`src/rtl/int8_mac_pkg.sv`:
```
// Shared defaults and FSM encoding for the int8 MAC partial-sum accumulator.
package int8_mac_pkg;

    localparam int PSUM_W_DEF = 32;
    localparam int ACC_W_DEF  = 40;
    localparam int LEN_W_DEF  = 8;

    typedef enum logic [1:0] {
        ST_IDLE  = 2'd0,
        ST_ACCUM = 2'd1,
        ST_HOLD  = 2'd2
    } state_t;

endpackage

```
`src/rtl/int8_psum_accumulator_sat_clamp.sv`:
```
// Clamps a wide signed accumulator to the signed PSUM_W range and flags clamping.
module sat_clamp #(
    parameter int ACC_W  = 40,
    parameter int PSUM_W = 32
) (
    input  logic signed [ACC_W-1:0]  din,
    output logic signed [PSUM_W-1:0] dout,
    output logic                     sat
);

    localparam logic signed [ACC_W-1:0] MAX_V = {{(ACC_W-PSUM_W+1){1'b0}}, {(PSUM_W-1){1'b1}}};
    localparam logic signed [ACC_W-1:0] MIN_V = {{(ACC_W-PSUM_W+1){1'b1}}, {(PSUM_W-1){1'b0}}};

    always_comb begin
        dout = din[PSUM_W-1:0];
        sat  = 1'b0;
        if (din > MAX_V) begin
            dout = MAX_V[PSUM_W-1:0];
            sat  = 1'b1;
        end else if (din < MIN_V) begin
            dout = MIN_V[PSUM_W-1:0];
            sat  = 1'b1;
        end
    end

endmodule

```
`src/rtl/int8_psum_accumulator.sv`:
```
// Sums groups of cfg_len signed partial sums and emits one saturated result per group.
module int8_psum_accumulator
    import int8_mac_pkg::*;
#(
    parameter int PSUM_W = PSUM_W_DEF,
    parameter int ACC_W  = ACC_W_DEF,
    parameter int LEN_W  = LEN_W_DEF
) (
    input  logic                     clk,
    input  logic                     rst,
    input  logic [LEN_W-1:0]         cfg_len,
    input  logic                     in_valid,
    output logic                     in_ready,
    input  logic signed [PSUM_W-1:0] in_psum,
    output logic                     out_valid,
    input  logic                     out_ready,
    output logic signed [PSUM_W-1:0] out_data,
    output logic                     out_sat,
    output logic                     busy
);

    state_t                    state_q, state_d;
    logic signed [ACC_W-1:0]   acc_q, acc_d;
    logic signed [ACC_W-1:0]   acc_next, psum_ext;
    logic [LEN_W-1:0]          cnt_q, cnt_d, len_q, len_d;
    logic [LEN_W-1:0]          len_eff, cnt_inc;
    logic                      out_valid_q, out_valid_d;
    logic                      out_sat_q, out_sat_d;
    logic signed [PSUM_W-1:0]  out_data_q, out_data_d;
    logic signed [PSUM_W-1:0]  clamp_val;
    logic                      clamp_sat;
    logic                      accept;

    assign in_ready  = (state_q != ST_HOLD);
    assign accept    = in_valid && in_ready;
    assign busy      = (state_q != ST_IDLE);
    assign out_valid = out_valid_q;
    assign out_data  = out_data_q;
    assign out_sat   = out_sat_q;
    assign psum_ext  = ACC_W'(in_psum);

    // The clamp sees the post-beat sum so the result can register on the closing beat.
    always_comb begin
        len_eff  = (cfg_len == '0) ? LEN_W'(1) : cfg_len;
        cnt_inc  = cnt_q + LEN_W'(1);
        acc_next = (state_q == ST_IDLE) ? psum_ext : (acc_q + psum_ext);
    end

    sat_clamp #(
        .ACC_W  (ACC_W),
        .PSUM_W (PSUM_W)
    ) u_sat_clamp (
        .din  (acc_next),
        .dout (clamp_val),
        .sat  (clamp_sat)
    );

    always_comb begin
        state_d     = state_q;
        acc_d       = acc_q;
        cnt_d       = cnt_q;
        len_d       = len_q;
        out_valid_d = out_valid_q;
        out_data_d  = out_data_q;
        out_sat_d   = out_sat_q;
        case (state_q)
            ST_IDLE: begin
                if (accept) begin
                    len_d = len_eff;
                    acc_d = acc_next;
                    cnt_d = LEN_W'(1);
                    if (len_eff == LEN_W'(1)) begin
                        state_d     = ST_HOLD;
                        out_valid_d = 1'b1;
                        out_data_d  = clamp_val;
                        out_sat_d   = clamp_sat;
                    end else begin
                        state_d = ST_ACCUM;
                    end
                end
            end
            ST_ACCUM: begin
                if (accept) begin
                    acc_d = acc_next;
                    cnt_d = cnt_inc;
                    if (cnt_inc == len_q) begin
                        state_d     = ST_HOLD;
                        out_valid_d = 1'b1;
                        out_data_d  = clamp_val;
                        out_sat_d   = clamp_sat;
                    end
                end
            end
            ST_HOLD: begin
                if (out_ready) begin
                    state_d     = ST_IDLE;
                    out_valid_d = 1'b0;
                end
            end
            default: state_d = ST_IDLE;
        endcase
    end

    always_ff @(posedge clk or posedge rst) begin
        if (rst) begin
            state_q     <= ST_IDLE;
            acc_q       <= '0;
            cnt_q       <= '0;
            len_q       <= '0;
            out_valid_q <= 1'b0;
            out_data_q  <= '0;
            out_sat_q   <= 1'b0;
        end else begin
            state_q     <= state_d;
            acc_q       <= acc_d;
            cnt_q       <= cnt_d;
            len_q       <= len_d;
            out_valid_q <= out_valid_d;
            out_data_q  <= out_data_d;
            out_sat_q   <= out_sat_d;
        end
    end

endmodule

```
`config.mk`:
```
export PLATFORM = sky130hd
export DESIGN_NAME = int8_psum_accumulator
export DESIGN_NICKNAME = d
export VERILOG_FILES = /design/src/rtl/int8_mac_pkg.sv /design/src/rtl/int8_psum_accumulator_sat_clamp.sv /design/src/rtl/int8_psum_accumulator.sv
export SDC_FILE = /design/constraint.sdc
export NUM_CORES = 1
export LEC_CHECK = 0
export BUFFER_PORTS_ARGS = -buffer_cell sky130_fd_sc_hd__buf_4
export CAP_MARGIN = 20
export CORE_AREA = 2 2 127 129
export DETAILED_ROUTE_END_ITERATION = 8
export DIE_AREA = 0 0 129 131
export PLACE_DENSITY_LB_ADDON = 0.08
export SYNTH_ARGS = -nofsm -noshare
export SYNTH_HDL_FRONTEND = slang
export SYNTH_HIERARCHICAL = 1
export SYNTH_SLANG_ARGS = --single-unit
```
`constraint.sdc`:
```
create_clock -name clk -period 4.17 [get_ports clk]
set_clock_uncertainty 0.15 [all_clocks]
set_input_delay 0.834 -clock clk [delete_from_list [all_inputs] [get_ports clk]]
set_output_delay 0.834 -clock clk [all_outputs]
set_load 0.005 [all_outputs]
```
# Word-level counts from Yosys, hierarchy flattened
# Cells that the tools add are included.
dict set report totals {
  ff_bits 92
  inputBits 44
  out_inout_bits 36
}
dict set report classes {
  add_sub_neg 2
  n_lt_le_gt_ge 2
  eq_ne 10
  mux 31
  n_reduce_logical 13
}
# cell n
set ops {}
lappend ops {{32-bit 2-to-1 mux} 6}
lappend ops {{32-bit one-hot mux with 2 select lines} 1}
lappend ops {{40-bit by 32-bit adder with 40-bit output} 1}
lappend ops {{40-bit by 32-bit > comparator with 1-bit output (second input constant)} 1}
lappend ops {{40-bit by 32-bit < comparator with 1-bit output (second input constant)} 1}
lappend ops {{40-bit 2-to-1 mux} 1}
lappend ops {{8-bit 2-to-1 mux} 3}
lappend ops {{8-bit one-hot mux with 2 select lines} 1}
lappend ops {{1-bit 2-to-1 mux} 11}
lappend ops {{2-bit 2-to-1 mux} 5}
lappend ops {{2-bit != test (second input constant)} 5}
lappend ops {{8-bit by 1-bit adder with 8-bit output (second input constant)} 1}
lappend ops {{8-bit by 1-bit equality test with 1-bit output (second input constant)} 1}
lappend ops {{8-bit equality test} 1}
lappend ops {{8-bit logical NOT} 1}
lappend ops {{2-bit one-hot mux with 3 select lines} 1}
lappend ops {{6-bit AND reduction} 1}
lappend ops {{5-bit AND reduction} 1}
lappend ops {{2-bit AND reduction} 2}
lappend ops {{4-bit AND reduction} 1}
lappend ops {{2-bit nonzero test} 2}
lappend ops {{1-bit one-hot mux with 3 select lines} 1}
lappend ops {{3-bit AND reduction} 1}
lappend ops {{3-bit nonzero test} 1}
lappend ops {{7 further kinds} 7}

# Depth between registers and ports, before layout
dict set report depth {
  depth_word 8
  ltp_mapped 17
  mapped_depth_nobuf 16
}

# Cells and area by module
# Netlist, hierarchy kept.
# mod instances cells_each area_per_inst_um2
set modules_own_cells {}
lappend modules_own_cells {int8_psum_accumulator 1 747 6611.3}
lappend modules_own_cells {sat_clamp 1 81 656.9}

# Least setup slack after synthesis
# OpenSTA, ideal clock, no wires.
dict set report synth_path {
  kind {input -> register}
  from {in in_psum[11]}
  to {reg out_data_q[3], in the netlist out_data[3]}
  setup_ns 0.128
  arrival_time_ns 4.023
  required_ns 3.892
  slack_ns -0.130
  stages 15
  path_cell_list {ha_1 -> a21o_1 -> o21bai_1 -> a221oi_2 -> nor2_1 -> o31ai_2 -> a211oi_2 -> o41ai_2 -> mux2i_1 -> nand2_1 -> nor4_4 -> nand3_4 -> buf_6 -> o211a_1 -> mux2_1}
}
dict set report synth_between {
  elab_chain_cells 8
  elab_cells_between_ends 11
}
# item line
set synth_lines {}
lappend synth_lines {{from (decl)} int8_psum_accumulator.sv:14} ;# input logic signed [PSUM_W-1:0] in_psum,
lappend synth_lines {{40-bit by 32-bit adder with 40-bit output *} int8_psum_accumulator.sv:46} ;# acc_next = (state_q == ST_IDLE) ? psum_ext : (acc_q + psum_ext);
lappend synth_lines {{40-bit 2-to-1 mux *} int8_psum_accumulator.sv:46}
lappend synth_lines {{net acc_next[32]} int8_psum_accumulator.sv:24} ;# logic signed [ACC_W-1:0] acc_next, psum_ext;
lappend synth_lines {{40-bit by 32-bit < comparator with 1-bit output} int8_psum_accumulator_sat_clamp.sv:20} ;# end else if (din < MIN_V) begin
lappend synth_lines {{32-bit 2-to-1 mux} int8_psum_accumulator_sat_clamp.sv:20}
lappend synth_lines {{32-bit 2-to-1 mux *} int8_psum_accumulator_sat_clamp.sv:17} ;# if (din > MAX_V) begin
lappend synth_lines {{net clamp_val[3]} int8_psum_accumulator.sv:30} ;# logic signed [PSUM_W-1:0] clamp_val;
lappend synth_lines {{32-bit 2-to-1 mux (on tied branches)} {int8_psum_accumulator.sv:86, int8_psum_accumulator.sv:72}}
lappend synth_lines {{32-bit 2-to-1 mux (on tied branches)} {int8_psum_accumulator.sv:83, int8_psum_accumulator.sv:68}}
lappend synth_lines {{32-bit one-hot mux with 2 select lines *} int8_psum_accumulator.sv:66} ;# case (state_q)
lappend synth_lines {{to (signal assigned)} int8_psum_accumulator.sv:119} ;# out_data_q <= out_data_d;
lappend synth_lines {{to (decl)} int8_psum_accumulator.sv:29} ;# logic signed [PSUM_W-1:0] out_data_q, out_data_d;
# Mark *: on every way through the listed nets, which the timed path passes. The rest lies on a longest branch. The select of a mux whose other input is x is not followed.
# A chain may end at the register's enable or synchronous reset.

# Final worst setup path
dict set report layout_path {
  from {in in_psum[1]}
  to {reg out_data_q[9], in the netlist out_data[9]}
}
# Same word-level chain as after synthesis.

==> results by group <==
Synthesis
  – Register area share after synthesis: a little under a third
  – Netlist cell types: 71
  – Post-synthesis mux area share: ~11%
  – Mapped Nets: ~910
  – Main combinational cell family by area after synthesis: compound AO/OA/AOI/OAI gates
  – Adder-Cell Fraction of Synth Area: between 7 and 8%
  – Synth Instances: between 800 and 900
  – Post-synth EDFFs: 0
  – XOR/XNOR Fraction of Synth Area: 5.061%
  – Flops & latches, synth: 92
  – Post-synth ARST share: between 90% and 100%
  – Synthesis Warnings: 6
  – Ys flop type: dfrtp_1
  – Synthesized area per cell: roughly 8.8 sq um
  – Simple-gate share of the synthesized area: about 18%
  – Post-synthesis compound-gate area fraction: between 20 and 25%
  – Cell area after synthesis: 0.007268 sq mm

Floorplan
  – Die extent in x: approximately 130 um
  – Initial Utilization: between 40 and 50%
  – Row Count: 46
  – Core ar.: approximately 0.016 sq mm
  – I/O pins: 80
  – Full die area: about 0.017 sq mm
  – Die Y: 131 um

Cells and area
  – FF+latch area: between 0.002 and 0.0025 sq mm
  – Layout Utilization: between 60% and 70%
  – # diodes: 0
  – Post-route cell area: slightly below 0.01 sq mm
  – Nets: approximately 1100
  – Syn-to-layout area delta: 35.43%
  – Layout cells sized above 1: between 30% and 40%
  – Area of the multi-input gates: between 0.005 and 0.006 sq mm
  – # fillers: 1322

Power and ir drop
  – Pleak: 4.565 nW
  – Sw frac: a little over two fifths
  – Combinational share of power: between 70 and 80%
  – PD cells: between 900 and 1000 mW/mm^2
  – Clk pwr share: 9.4%
  – Peak supply drop: roughly 0.46 mV
  – Switching power total: approximately 4.0 mW
  – Part of the power in registers: between 10% and 20%
  – Int Pwr: 5.272 mW

Critical path
  – FF-to-FF path depth: 15
  – CP required: about 4300 ps
  – Slowest stage delay, CP: 400 ps
  – CP Data Arrival Time: roughly 4300 ps
  – Worst path cell trace: buf_8 > ha_4 > a21oi_4 > nand4b_1 > a21oi_4 > o21ai_2 > a2111o_1 > a41oi_2 > a311oi_2 > xor2_1 > o21ai_2 > nor4_4 > nand3_4 > clkbuf_16 > o211a_1 > mux2_4
  – Critical Path Slowest Stage Cell: a2111o_1
  – CP Launch Type: primary input
  – Crit Path Class: primary input to flip-flop
  – Worst Path Max Fanout: 6
  – CP endpoint kind: flip-flop

Route
  – 1st-iter DRT viols: 406
  – DR pass1 iterations: 5
  – Vias: roughly 7000
  – Vias per std cell: 5.718
  – Routed Antenna Nets: 0
  – Routed length per instance: ~18 um
  – Detailed-route wire length: 21430 um
  – Number of remaining DRC errors: 0

Status
  – Failing checks: setup timing
  – Status: finished with violations

Placement
  – DP HPWL: 14960 um
  – Pre-CTS WS: -634.7 ps
  – IO Port Bufs: 79
  – Area after DPL: 0.008798 sq mm
  – Routability cong.: between 0.9 and 1

GRT
  – Vias in the first global route: 6826
  – Grt met2 use: a little over two fifths
  – Gr usage total: between 20% and 30%
  – Initial antenna violation count: 0
  – Most used routing layer: met2
  – Global-route wire length before repair: around 33000 um
  – Grt met1 use: a little under a third
  – Grt ovf: 0
  – Met3 GRT Util: 3.705%
  – Largest net degree at the start of global routing: slightly above 70

Timing
  – Final hold violation count: 0
  – Hold slack: about 350 ps
  – Max-slew headroom: 38.26%
  – Final WS setup: -21.74 ps
  – # setup viols final: 6
  – Setup TNS: -42.05 ps
  – Least-Margin Pin Slew: between 900 and 1000 ps
  – Final Critical Period: 4192 ps
  – RSZ-0062 raised after global routing: true
  – Tcrit/Tclk final: 100.5%
  – Fmax: between 200 and 250 MHz
  – Final slew viol count: 0

Clock network
  – CTS Sinks: 92
  – Clock transition at path regs: approximately 70 ps
  – CTS Hold Bufs: 0
  – TritonCTS buffer count: 9
  – CTS tree: done
  – Number of H-tree levels: 3
  – Clock Latency Late Sink: around 350 ps
  – CTS Buffer Depth: 2
  – Root Buffer: clkbuf_16

Min path
  – Hold Path Class: flip-flop to flip-flop
  – Worst Hold Depth: 1

Flow run
  – Max Cap Violations: 0
## timing repair
item / in CTS / in global routing
gates cloned: 1 / 2
buffers inserted: 2 / 15
setup endpoints to repair: 32 / 32
resized for setup: 23 / 84
pin swaps: 5 / 13
## metrics by stage
step                total power, mW  instances
global route                  9.974       1220
finish                        9.263       1220
floorplan                     5.565        828
detailed placement            7.570       1183
global placement              7.388       1183
CTS                           8.593       1202
## kinds of logic (layout without fill, tap and decap cells)
group / Yosys count / count (layout)
AOI/OAI and AO/OA: 234 / 234
xor gates and xnor gates: 42 / 42
muxes: 72 / 72
and+or+nand+nor: 279 / 279
DFF: 92 / 92
buffers and inverters: 68 / 244
adders and majority gates: 41 / 41
## synthesized netlist by cell type, types with 4 or more instances
| master | instances | area share (%) |
|---|---|---|
| a211oi_1 | 9 | 0.93 |
| a21o_1 | 19 | 2.0 |
| a21oi_1 | 62 | 4.3 |
| a31oi_1 | 10 | 0.86 |
| and2_1 | 4 | 0.34 |
| and3_1 | 5 | 0.43 |
| buf_1 | 6 | 0.31 |
| buf_2 | 9 | 0.62 |
| clkbuf_1 | 29 | 1.5 |
| dfrtp_1 | 92 | 32 |
| ha_1 | 40 | 6.9 |
| inv_1 | 17 | 0.88 |
| mux2_1 | 33 | 5.1 |
| mux2_2 | 33 | 5.1 |
| mux2i_1 | 6 | 0.83 |
| nand2_1 | 73 | 3.8 |
| nand2b_1 | 34 | 2.9 |
| nand3_1 | 20 | 1.4 |
| nand4_1 | 16 | 1.4 |
| nor2_1 | 90 | 4.6 |
| nor2b_1 | 6 | 0.52 |
| nor3_1 | 13 | 0.90 |
| nor4_1 | 5 | 0.43 |
| o211a_1 | 31 | 4.3 |
| o211ai_1 | 5 | 0.52 |
| o21a_1 | 7 | 0.72 |
| o21ai_0 | 25 | 1.7 |
| o21ai_1 | 21 | 1.4 |
| o31a_1 | 4 | 0.48 |
| xnor2_1 | 24 | 2.9 |
| xor2_1 | 18 | 2.2 |
## critical path: cells and delay by family
family | cells | cell delay, ps
adders and majority gates | 1 | 270
AOI/OAI and AO/OA | 8 | 1530
buffers and inverters | 2 | 330
muxes | 1 | 270
and+or+nand+nor | 3 | 780
xor gates and xnor gates | 1 | 250
## power by group through the flow
| stage | Clock [mW] | Combinational [mW] | Sequential, mW |
|---|---|---|---|
| floorplan | 0 | 3.98 | 1.58 |
| global placement | 0 | 5.76 | 1.62 |
| detailed placement | 0 | 5.92 | 1.65 |
| CTS | 0.887 | 6.06 | 1.65 |
| global route | 0.916 | 7.32 | 1.74 |
| finish | 0.868 | 6.72 | 1.67 |
## cells in the final DEF, fill, tap and decap left out, types with 5 or more instances in the layout
cell type  netlist  routed
a31oi_1         10       9
nand2b_1        34      34
nand3_1         20      20
ha_4             0      15
mux2i_1          6       6
mux2_4           0      27
a21o_1          19      19
o21ai_1         21      17
o21a_1           7       7
a211oi_1         9       7
buf_4            3     199
nand2_1         73      72
ha_1            40      21
a21oi_1         62      51
o21ai_0         25      25
xnor2_1         24      24
buf_6            3       5
mux2_2          33      33
o211ai_1         5       5
clkbuf_16        0      10
dfrtp_1         92      92
nor2_1          90      88
nand4_1         16      16
o21ai_2          3       6
o211a_1         31      31
xor2_1          18      16
a21oi_2          1       8
nor3_1          13      11
and3_1           5       5
inv_1           17      15
mux2_1          33       6
## final cells by class
cell class	instances	share of cell area, %
multi-input cells	668	53.21
flip-flops and latches	92	23.39
repair buffers	210	16.82
well taps	216	2.746
clock buffers	10	2.428
inverters	18	0.7118
clock inverters	6	0.6991
## per-layer routing
layer  wire [um]  share of wire, %  vias up
li1            -                 -     3348
met1        9600                45     3359
met2       10380                48      225
met3         987               4.6       44
met4         463               2.2        0
met5           0                 0        -
## registers in the layout, indices dropped and copies added (netlist names)
register,count
out_data,32
out_valid,1
cnt_q,8
acc_q,40
state_q,2
out_sat,1
len_q,8
## final timing paths
path,startpoint,end,slack (ps)
max,in_psum[1],out_data[9]$_DFFE_PP0P_,-20
min,out_data[31]$_DFFE_PP0P_,out_data[31]$_DFFE_PP0P_,350
max reg2reg,acc_q[1]$_DFFE_PP0P_,out_data[9]$_DFFE_PP0P_,110
min reg2reg,out_data[31]$_DFFE_PP0P_,out_data[31]$_DFFE_PP0P_,350
max in group asynchronous,rst,out_data[21]$_DFFE_PP0P_,2540
min in group asynchronous,rst,acc_q[5]$_DFFE_PP0P_,520
Note: power is estimated with default switching activity, not from simulation.
